`src/rtl/coin_return_dispenser.sv`:
```
// Coin return dispenser: latches the customer balance (50-won units) on a
// return request and pays it out one coin at a time. It pulses the 100-won
// solenoid while at least 100 won remains and the 100-won hopper is not
// empty, and the 50-won solenoid otherwise. Reports busy/done to the controller.
module coin_return_dispenser #(
    parameter int BAL_W     = 4,
    parameter int PULSE_CYC = 4,
    parameter int GAP_CYC   = 2
) (
    input  logic             clk,
    input  logic             reset,
    input  logic             coin_ret,
    input  logic [BAL_W-1:0] balance,
    input  logic             empty_100,
    output logic             ret_100,
    output logic             ret_50,
    output logic             busy,
    output logic             done,
    output logic [BAL_W-1:0] ret_total
);

    typedef enum logic [2:0] {
        S_IDLE   = 3'd0,
        S_DECIDE = 3'd1,
        S_PULSE  = 3'd2,
        S_GAP    = 3'd3,
        S_DONE   = 3'd4
    } state_t;

    // A single counter times both the pulse phase and the gap phase.
    localparam int CNT_MAX = (PULSE_CYC > GAP_CYC) ? PULSE_CYC : GAP_CYC;
    localparam int CNT_W   = (CNT_MAX > 1) ? $clog2(CNT_MAX) : 1;
    localparam logic [CNT_W-1:0] PULSE_LAST = CNT_W'(PULSE_CYC - 1);
    localparam logic [CNT_W-1:0] GAP_LAST   = CNT_W'(GAP_CYC - 1);

    state_t           state_q, state_d;
    logic [BAL_W-1:0] remaining_q, remaining_d;
    logic [BAL_W-1:0] total_q, total_d;
    logic [CNT_W-1:0] cnt_q, cnt_d;
    logic             sel_100_q, sel_100_d;
    logic [BAL_W-1:0] step;

    logic ret_100_q, ret_100_d;
    logic ret_50_q, ret_50_d;
    logic busy_q, busy_d;
    logic done_q, done_d;

    // Coin value in 50-won units for the coin currently being paid out.
    assign step = sel_100_q ? BAL_W'(2) : BAL_W'(1);

    // Next-state logic: sequencing, remaining balance and dispensed total.
    always_comb begin
        // NOTE: every variable gets a default first, so no path leaves one unassigned and no latch is inferred.
        state_d     = state_q;
        remaining_d = remaining_q;
        total_d     = total_q;
        cnt_d       = cnt_q;
        sel_100_d   = sel_100_q;
        case (state_q)
            S_IDLE: begin
                if (coin_ret) begin
                    remaining_d = balance;
                    total_d     = '0;
                    state_d     = (balance != '0) ? S_DECIDE : S_DONE;
                end
            end
            S_DECIDE: begin
                // The hopper sensor only matters at the moment a coin is chosen.
                sel_100_d = (remaining_q >= BAL_W'(2)) && !empty_100;
                cnt_d     = '0;
                state_d   = S_PULSE;
            end
            S_PULSE: begin
                if (cnt_q == PULSE_LAST) begin
                    cnt_d       = '0;
                    remaining_d = remaining_q - step;
                    total_d     = total_q + step;
                    state_d     = S_GAP;
                end else begin
                    cnt_d = cnt_q + CNT_W'(1);
                end
            end
            S_GAP: begin
                if (cnt_q == GAP_LAST) begin
                    cnt_d   = '0;
                    state_d = (remaining_q == '0) ? S_DONE : S_DECIDE;
                end else begin
                    cnt_d = cnt_q + CNT_W'(1);
                end
            end
            S_DONE: begin
                state_d = S_IDLE;
            end
            default: begin
                state_d = S_IDLE;
            end
        endcase
    end

    // Output decode from the current state. The outputs are registered, so
    // they lag the state by one cycle. Busy is also raised on the accepting edge.
    always_comb begin
        ret_100_d = (state_q == S_PULSE) && sel_100_q;
        ret_50_d  = (state_q == S_PULSE) && !sel_100_q;
        done_d    = (state_q == S_DONE);
        busy_d    = (state_q != S_IDLE) || coin_ret;
    end

    // State and output registers with synchronous reset.
    always_ff @(posedge clk) begin
        if (reset) begin
            // NOTE: sequential state uses non-blocking assignments so every register samples pre-edge values.
            state_q     <= S_IDLE;
            remaining_q <= '0;
            total_q     <= '0;
            cnt_q       <= '0;
            sel_100_q   <= 1'b0;
            ret_100_q   <= 1'b0;
            ret_50_q    <= 1'b0;
            busy_q      <= 1'b0;
            done_q      <= 1'b0;
        end else begin
            state_q     <= state_d;
            remaining_q <= remaining_d;
            total_q     <= total_d;
            cnt_q       <= cnt_d;
            sel_100_q   <= sel_100_d;
            ret_100_q   <= ret_100_d;
            ret_50_q    <= ret_50_d;
            busy_q      <= busy_d;
            done_q      <= done_d;
        end
    end

    assign ret_100   = ret_100_q;
    assign ret_50    = ret_50_q;
    assign busy      = busy_q;
    assign done      = done_q;
    assign ret_total = total_q;

endmodule

```
`config.mk`:
```
export PLATFORM = sky130hd
export DESIGN_NAME = coin_return_dispenser
export DESIGN_NICKNAME = d
export VERILOG_FILES = /design/src/rtl/coin_return_dispenser.sv
export SDC_FILE = /design/constraint.sdc
export NUM_CORES = 1
export LEC_CHECK = 0
export BUFFER_PORTS_ARGS = -buffer_cell sky130_fd_sc_hd__buf_2
export CAP_MARGIN = 40
export CORE_ASPECT_RATIO = 0.75
export CORE_MARGIN = 2
export CORE_UTILIZATION = 48
export DETAILED_ROUTE_END_ITERATION = 10
export PLACE_DENSITY = 0.7
export REMOVE_ABC_BUFFERS = 1
export SETUP_SLACK_MARGIN = 0.02
export SYNTH_ARGS = -nofsm -noshare
export SYNTH_HDL_FRONTEND = slang
export SYNTH_SLANG_ARGS = --single-unit
```
`constraint.sdc`:
```
create_clock -name clk -period 2.8 [get_ports clk]
set_clock_uncertainty 0.05 [all_clocks]
set_input_delay 0.56 -clock clk [delete_from_list [all_inputs] [get_ports clk]]
set_output_delay 0.56 -clock clk [all_outputs]
set_load 0.01 [all_outputs]
```
==> out/results.ini <==
[clock_tree]
cts_sinks=18
cts_resized=0
post_cts_buffers=0
numCtsBuffers=3
path_clk_slew_ns=0.10
cts_tree=built
cts_root_buf=clkbuf_4
cts_hold_buf=0
htree_levels=1
clockBufferDepth=2
clock_latency_ns=0.30

[detailed_routing]
ant_nets=0
wirelength_um=1910
dr.pass1.iters=4
remaining_drc_errors=0
vias_per_cell=5.62
wl_per_cell_um=12.6
routed-via-count=849
drt_iter0_drc=16

[die]
fp-row-count=14
die-width_um=56.1
fp.dieArea_um2=2420
die-height_um=43.1
core_area_um2=1960
ios=16
initial_core_util_pct=49.9

[critical_path]
reg2reg_from=state_q[1]$_SDFFE_PP0P_
cpPeakStageDelay_ns=0.62
cp-end-kind=flip-flop
cp.required_ns=2.95
reg2reg_slack_ns=0.86
cp-start-kind=flip-flop
reg2reg_depth=3
path_cells=or3b_1, o31a_1, o32ai_1
cp_slowest_cell=dfxtp_1
crit_arrival_ns=2.09
rr_endpoint=remaining_q[3]$_SDFFE_PP0P_
crit_type=reg -> reg
cp_max_fo=16

[sta]
setup_viol=0
tns_ns=0
maxSlewViolCount=0
fin_crit_sh_pct=69.2
fmax_mhz=516
worst_pin_slew_ns=0.772
min_period_ns=1.94
hold_violations=0
whs_ns=0.430
relSlewSlack_pct=48.2
rsz0062_at_grt=false

[synthesis]
synth_fa_ha_area_share_pct=13.0
ys_async_sr_fraction_pct=0
synth_edf_count=0
synth-simple-area-share_pct=23.4
synth_most_common_cell=dfxtp_1
synth_seq_area_share_pct=36.8
synth.ff_latch_count=18
netlist_top_cells_area=dfxtp_1, ha_1, a21oi_1
syn_area_per_cell_um2=8.51
synth_area_leader_cell=dfxtp_1
ys.flop_type=dfxtp_1
synthesis.area_um2=978
yosysUniqueCellTypes=37
synth_top_family_by_area=simple AND/OR/NAND/NOR gates
yosys-top-cells-count=dfxtp_1, a21oi_1, nor2_1
synth_top_area_share_pct=36.8
synth_compound_area_share_pct=18.3
muxShareOfSynthArea_pct=2.05
syn_inst=115
synth-xor-area-share_pct=0
ys_warn_count=0

[global_routing]
grt_max_degree=20
first_global_vias=689
grtUsageTotal_pct=17.6
grt_overflow=0
antenna_found_initial=0
grt_pass1_wl_um=3210

[power_and_ir_drop]
powerDensity_nw_per_um2=699
switching_share_pct=36.9
p_int_w=0.000478
pwr-share-seq_pct=46.7
vdd_drop_max_v=0.000422
p_switching_w=0.000279
power.leakage_nw=0.466
power_frac_comb_pct=31.9
clockPowerShare_pct=21.5

[hold_path]
holdCritStartpoint=remaining_q[0]$_SDFFE_PP0P_
hp-class=reg -> reg
hold_depth=2
holdPathEnd=remaining_q[0]$_SDFFE_PP0P_

[final_layout]
insertedDiodeCount=0
final_util_pct=55.2
finalInstanceArea_um2=1080
n_fill_cell=195
stdcell_count=151
synthToLayoutAreaGrowth_pct=10.7
nets=145
layout-drive-gt1-share_pct=16.5

[place]
place_area_um2=1050
place_inst=147
hpwl_um=1400
portBuffers=15
globalplace.congestion=0.815

[run_status]
status=finished clean

[job]
maxCapViolCount=0

placed cells by master, fill, tap and decap left out, drive strengths merged, types with 2 or more instances in the layout:
master,count
ha,7
clkbuf,4
a21o,2
nor4,3
a21oi,11
a211oi,3
o21ai,6
nand2,7
nor2,11
dfxtp,18
inv,7
nor3b,2
or4,2
nor3,8
buf,15
or3b,2
mux2i,2
fa,2
nand3,2
through the flow:
step / setup WS [ns] / power [W]
final: 0.862 / 0.000757
after global routing: 0.724 / 0.000820
after CTS: 0.846 / 0.000766
after detailed placement: 0.882 / 0.000600
after global placement: 0.993 / 0.000590
after floorplan: 1.10 / 0.000530
power by group through the flow:
stage	clock network (W)	registers (W)	logic, W
2_1_floorplan	0	0.000348	0.000182
3_3_place_gp	0	0.000355	0.000235
3_5_place_dp	0	0.000358	0.000243
4_1_cts	0.000171	0.000352	0.000243
5_1_grt	0.000182	0.000361	0.000277
6_report	0.000162	0.000353	0.000241
layer usage:
metal  up-vias  wire length, um  GRT usage (%)
li1        439                -              -
met1       393              981           25.4
met2        15              826           24.7
met3         2               88           6.40
met4         0               10           4.29
met5         -                0              0
cells by family (layout without fill, tap and decap cells):
group / Yosys count / after routing
compound gates: 29 / 29
fa+ha+maj: 9 / 9
buf+inv: 14 / 26
flops: 18 / 18
mux: 2 / 2
simple gates: 43 / 43
worst max-delay path: cells and delay by family (launching register included):
kind             cells  cell delay (ns)
flip-flops           1             0.62
AO/OA/AOI/OAI        2             0.59
AND/OR/NAND/NOR      1             0.58
state kept, by name, summed over array words and instances (netlist names), 2 cells and up:
| signal | cells |
|---|---|
| remaining_q | 4 |
| ret_total | 4 |
| cnt_q | 2 |
| state_q | 3 |
how the worst max path moves through the flow:
stage / from / to / slack (ns)
floorplan: sel_100_q$_SDFFE_PP0P_ / remaining_q[1]$_SDFFE_PP0P_ / 1.10
global placement: state_q[1]$_SDFFE_PP0P_ / remaining_q[0]$_SDFFE_PP0P_ / 0.99
detailed placement: state_q[1]$_SDFFE_PP0P_ / remaining_q[3]$_SDFFE_PP0P_ / 0.88
CTS: state_q[1]$_SDFFE_PP0P_ / remaining_q[3]$_SDFFE_PP0P_ / 0.85
global route: state_q[1]$_SDFFE_PP0P_ / remaining_q[3]$_SDFFE_PP0P_ / 0.72
finish: state_q[1]$_SDFFE_PP0P_ / remaining_q[3]$_SDFFE_PP0P_ / 0.86
layout make-up:
cell class / instances / area (um^2) / share of cell area, %
timing repair buffer: 15 / 75.1 / 6.93
inverter: 7 / 26.3 / 2.42
sequential: 18 / 360 / 33.3
tap: 24 / 30.0 / 2.77
multi-input combinational: 83 / 556 / 51.3
clock buffer: 4 / 36.3 / 3.35
Note: power is estimated with default switching activity, not from simulation.
